$ cat config.mk
export PLATFORM = sky130hd
export DESIGN_NAME = lifo_ext
export DESIGN_NICKNAME = d
export VERILOG_FILES = /design/src/rtl/lifo_ext.sv
export SDC_FILE = /design/constraint.sdc
export NUM_CORES = 1
export LEC_CHECK = 0
export ABC_AREA = 1
export BUFFER_PORTS_ARGS = -buffer_cell sky130_fd_sc_hd__buf_4
export CAP_MARGIN = 0
export CORE_MARGIN = 5
export CORE_UTILIZATION = 35
export DETAILED_ROUTE_END_ITERATION = 10
export GPL_ROUTABILITY_DRIVEN = 0
export PLACE_DENSITY = 0.58
export SKIP_CTS_REPAIR_TIMING = 1
export SYNTH_ARGS = -nofsm -noshare
export SYNTH_HDL_FRONTEND = slang
export SYNTH_SLANG_ARGS = --single-unit
$ cat constraint.sdc
create_clock -name clk_i -period 3.73 [get_ports clk_i]
set_input_delay 0.373 -clock clk_i [delete_from_list [all_inputs] [get_ports clk_i]]
set_output_delay 0.373 -clock clk_i [all_outputs]
set_load 0.01 [all_outputs]
$ cat src/rtl/lifo_ext.sv
// lifo_ext: parametrised synchronous LIFO with non-power-of-two depth,
// simultaneous push+pop, almost flags, read-valid strobe, sticky errors.
//
// Ports:
//   clk_i          clock, all logic on rising edge
//   srst_n_i       synchronous reset, active-low, priority over requests
//   push_i/data_i  push request and data
//   pop_i          pop request
//   clr_err_i      clears sticky overflow/underflow flags (a new error wins)
//   q_o/q_valid_o  registered popped data and its one-cycle strobe
//   usedw_o        entry count 0..DEPTH
//   empty_o/full_o/almost_empty_o/almost_full_o   registered status flags
//   overflow_o/underflow_o   sticky error flags for dropped requests
module lifo_ext #(
    parameter int DWIDTH    = 8,
    parameter int DEPTH     = 16,
    parameter int AF_THRESH = DEPTH - 2,
    parameter int AE_THRESH = 1,
    localparam int CW       = $clog2(DEPTH + 1)
) (
    input  logic              clk_i,
    input  logic              srst_n_i,
    input  logic              push_i,
    input  logic [DWIDTH-1:0] data_i,
    input  logic              pop_i,
    input  logic              clr_err_i,
    output logic [DWIDTH-1:0] q_o,
    output logic              q_valid_o,
    output logic [CW-1:0]     usedw_o,
    output logic              empty_o,
    output logic              full_o,
    output logic              almost_empty_o,
    output logic              almost_full_o,
    output logic              overflow_o,
    output logic              underflow_o
);

    localparam int AW = (DEPTH > 1) ? $clog2(DEPTH) : 1;
    localparam logic [CW-1:0] FULL_CNT = CW'(DEPTH);

    logic [DWIDTH-1:0] mem [DEPTH];

    logic              is_empty;
    logic              is_full;
    logic [AW-1:0]     top_addr;
    logic [AW-1:0]     wr_addr;
    logic              wr_en;
    logic              rd_en;
    logic              pass_en;
    logic              ovf_evt;
    logic              unf_evt;
    logic [CW-1:0]     usedw_nxt;

    assign is_empty = (usedw_o == '0);
    assign is_full  = (usedw_o == FULL_CNT);
    // Only meaningful when the stack is non-empty; the wrap at zero is unused.
    assign top_addr = AW'(usedw_o - CW'(1));

    // Request decode. The write pointer is the count itself, so a plain
    // push lands at usedw_o and a replace-top lands at usedw_o-1.
    always_comb begin
        wr_en     = 1'b0;
        wr_addr   = AW'(usedw_o);
        rd_en     = 1'b0;
        pass_en   = 1'b0;
        ovf_evt   = 1'b0;
        unf_evt   = 1'b0;
        usedw_nxt = usedw_o;
        unique case ({push_i, pop_i})
            2'b11: begin
                if (is_empty) begin
                    pass_en = 1'b1;
                end else begin
                    rd_en   = 1'b1;
                    wr_en   = 1'b1;
                    wr_addr = top_addr;
                end
            end
            2'b10: begin
                if (is_full) begin
                    ovf_evt = 1'b1;
                end else begin
                    wr_en     = 1'b1;
                    usedw_nxt = usedw_o + CW'(1);
                end
            end
            2'b01: begin
                if (is_empty) begin
                    unf_evt = 1'b1;
                end else begin
                    rd_en     = 1'b1;
                    usedw_nxt = usedw_o - CW'(1);
                end
            end
            default: ;
        endcase
    end

    // Storage is not reset; writes are suppressed in a reset cycle so the
    // request is ignored there as well.
    always_ff @(posedge clk_i) begin
        if (wr_en && srst_n_i) begin
            mem[wr_addr] <= data_i;
        end
    end

    // Read data register. A replace-top reads the old word because the
    // memory write above is non-blocking (read-before-write).
    always_ff @(posedge clk_i) begin
        if (!srst_n_i) begin
            q_o       <= '0;
            q_valid_o <= 1'b0;
        end else begin
            q_valid_o <= rd_en | pass_en;
            if (rd_en) begin
                q_o <= mem[top_addr];
            end else if (pass_en) begin
                q_o <= data_i;
            end
        end
    end

    // Count and status flags, all derived from the next-state count.
    always_ff @(posedge clk_i) begin
        if (!srst_n_i) begin
            usedw_o        <= '0;
            empty_o        <= 1'b1;
            full_o         <= 1'b0;
            almost_empty_o <= (AE_THRESH >= 0);
            almost_full_o  <= (AF_THRESH <= 0);
        end else begin
            usedw_o        <= usedw_nxt;
            empty_o        <= (usedw_nxt == '0);
            full_o         <= (usedw_nxt == FULL_CNT);
            almost_empty_o <= (int'(usedw_nxt) <= AE_THRESH);
            almost_full_o  <= (int'(usedw_nxt) >= AF_THRESH);
        end
    end

    // Sticky errors: clear request loses against a same-cycle new error.
    always_ff @(posedge clk_i) begin
        if (!srst_n_i) begin
            overflow_o  <= 1'b0;
            underflow_o <= 1'b0;
        end else begin
            overflow_o  <= ovf_evt | (overflow_o & ~clr_err_i);
            underflow_o <= unf_evt | (underflow_o & ~clr_err_i);
        end
    end

endmodule

==> qor.csv <==
metric,value,unit
design.core.area,17900,um^2
drv_cap,0,
hold_class,input pin to flop,
synthDistinctLibCells,32,
period_needed,2.75,ns
areaGrowthSynthToFinish,16.0,%
cp.arrival,2.80,ns
rsz0062_at_grt,no,
track_usage,15.5,%
tns,0,ns
mostFrequentLayoutCell,nor2_1,
fmax,364,MHz
synth_seq_cells,148,
htreeDepth,4,
nets,623,
grt-busiest-layer,met2,
cts_sinks,148,
rows,49,
synthCells,575,
synth_edf_count,128,
final_cell_mix,"nor2_1, edfxtp_1, nand2_1",
fin_util,41.1,%
slowest_delay,0.59,ns
firstDrtPassIters,5,
final_antenna_net_count,0,
hold_viol,0,
worst_slew_pin_slew,0.782,ns
syn_nets,593,
place_hpwl,10100,um
globalRouteOverflowTotal,0,
max-vdd-ir-drop,0.341,mV
maxSlewViolCount,0,
io_buffers,32,
die_x,145,um
drive_gt1_share,14.7,%
grtUsageMet3,4.07,%
yosys_most_used_dff,edfxtp_1,
cp.required,3.79,ns
status,finished clean,
syn_area,6340,um^2
routed_wl,15500,um
grt.met1_usage,21.9,%
clkSlewWorstSetupHoldPaths,0.07,ns
viasPerCell,5.11,
drtIter0Drc,349,
r2r_cells,9,
yosys_warnings,0,
setup_viol,0,
period_share,73.6,%
grt_pass1_vias,4312,
crit_type,flop to flop,
synth_seq_area_share,66.9,%
clock-root-buffer,clkbuf_16,
cts_buffers,17,
drc,0,
start_kind,flop,
antenna_found_initial,0,
die_h,145,um
met2_usage,23.4,%
post_synth.cell_area_avg,11.0,um^2
wire_per_inst,18.3,um
skew,0.00902,ns
p_leak,2.66,nW
p_per_area,578,nW/um^2
clockBufferDepth,2,
cp_max_fo,18,
grt_pass1_wl,23900,um
critPathSlowestCell,nor2_1,
cts_tree,yes,
end_kind,flop,
die_area,20900,um^2
grt_max_degree,72,
dr_total_vias,4330,
antenna_cells,0,
async_flop_share,0,%
insertion_delay,0.43,ns
crit_chain,inv_1 > ha_1 > inv_1 > nand2_1 > nand2_4 > inv_4 > o22ai_1 > nand2_1 > nor2_1,
pin_count,33,
holdPathStages,2,
slew_headroom,47.8,%
start_util,35.4,%
synthesized netlist by cell type, types with 2 or more instances:
cell,instances,area (um^2)
a21oi_1,6,30.0
buf_2,11,55.1
buf_4,4,30.0
buf_6,3,33.8
clkbuf_1,5,18.8
dfxtp_1,20,400
edfxtp_1,128,3840
ha_1,5,62.6
inv_1,22,82.6
inv_2,2,7.51
inv_4,2,12.5
nand2_1,62,233
nand2_4,4,45.0
nand3_1,45,225
nand3_2,5,50.1
nand4_1,3,18.8
nor2_1,145,544
nor2_2,2,12.5
o211ai_1,24,180
o21ai_0,60,300
o21ai_1,6,30.0
logic make-up after synthesis:
kind of cell             count (synthesis)  synth area share, %
flip-flops                             148                 66.9
buffers and inverters                   52                 4.12
XOR/XNOR                                 1                0.434
AO/OA/AOI/OAI                          101                 9.29
AND/OR/NAND/NOR                        268                 18.2
adder cells (fa/ha/maj)                  5                0.986
state kept, by name, indices dropped and copies added, names as in the netlist:
register	count
overflow_o	1
almost_full_o	1
q_valid_o	1
almost_empty_o	1
mem	128
full_o	1
usedw_o	5
empty_o	1
q_o	8
underflow_o	1
critical path, delay by kind of cell, from the launching register on:
kind	cells	cell delay (ns)
adders and majority gates	1	0.29
and+or+nand+nor	4	1.06
DFF	1	0.49
buffers and inverters	3	0.30
AOI/OAI and AO/OA	1	0.24
path summary, 6_finish.rpt:
check	slack [ns]	end	from
setup reg to reg	0.98	mem[5][3]	usedw_o[1]
hold / removal	0.16	empty_o	srst_n_i
hold reg to reg	0.46	q_o[1]	q_o[1]
setup / recovery	0.98	mem[5][3]	usedw_o[1]
final cells by class:
cell class | count | area, um^2
sequential | 148 | 4250
fill | 1687 | 10500
inverter | 27 | 106
clock inverter | 15 | 185
timing repair buffer | 36 | 270
tap | 229 | 287
multi-input combinational | 375 | 1840
clock buffer | 17 | 425
layer usage:
metal  share of wire (%)  up-vias
met4                 1.9        0
li1                    -     2077
met3                 6.2       23
met5                   0        -
met2                  45      140
met1                  47     2090
per-stage QoR:
step                total power [mW]  hold slack [ns]  std cells  setup WS [ns]  cell area [um^2]
floorplan                       2.32            0.442        575           1.14              6340
global placement                2.51            0.448        815           1.04              6750
detailed placement              2.52            0.447        815           1.00              6750
CTS                             4.28            0.144        847          0.994              7360
global route                    4.42            0.162        847          0.746              7360
finish                          4.25            0.156        847          0.984              7360
power by group:
part           internal [mW]  switching (mW)  leakage, nW
Clock                   1.02           0.747        0.296
Sequential              1.84          0.0241         1.32
Combinational          0.194           0.432         1.05
Total                   3.05            1.20         2.66
Power figures use the tool's default switching activity.
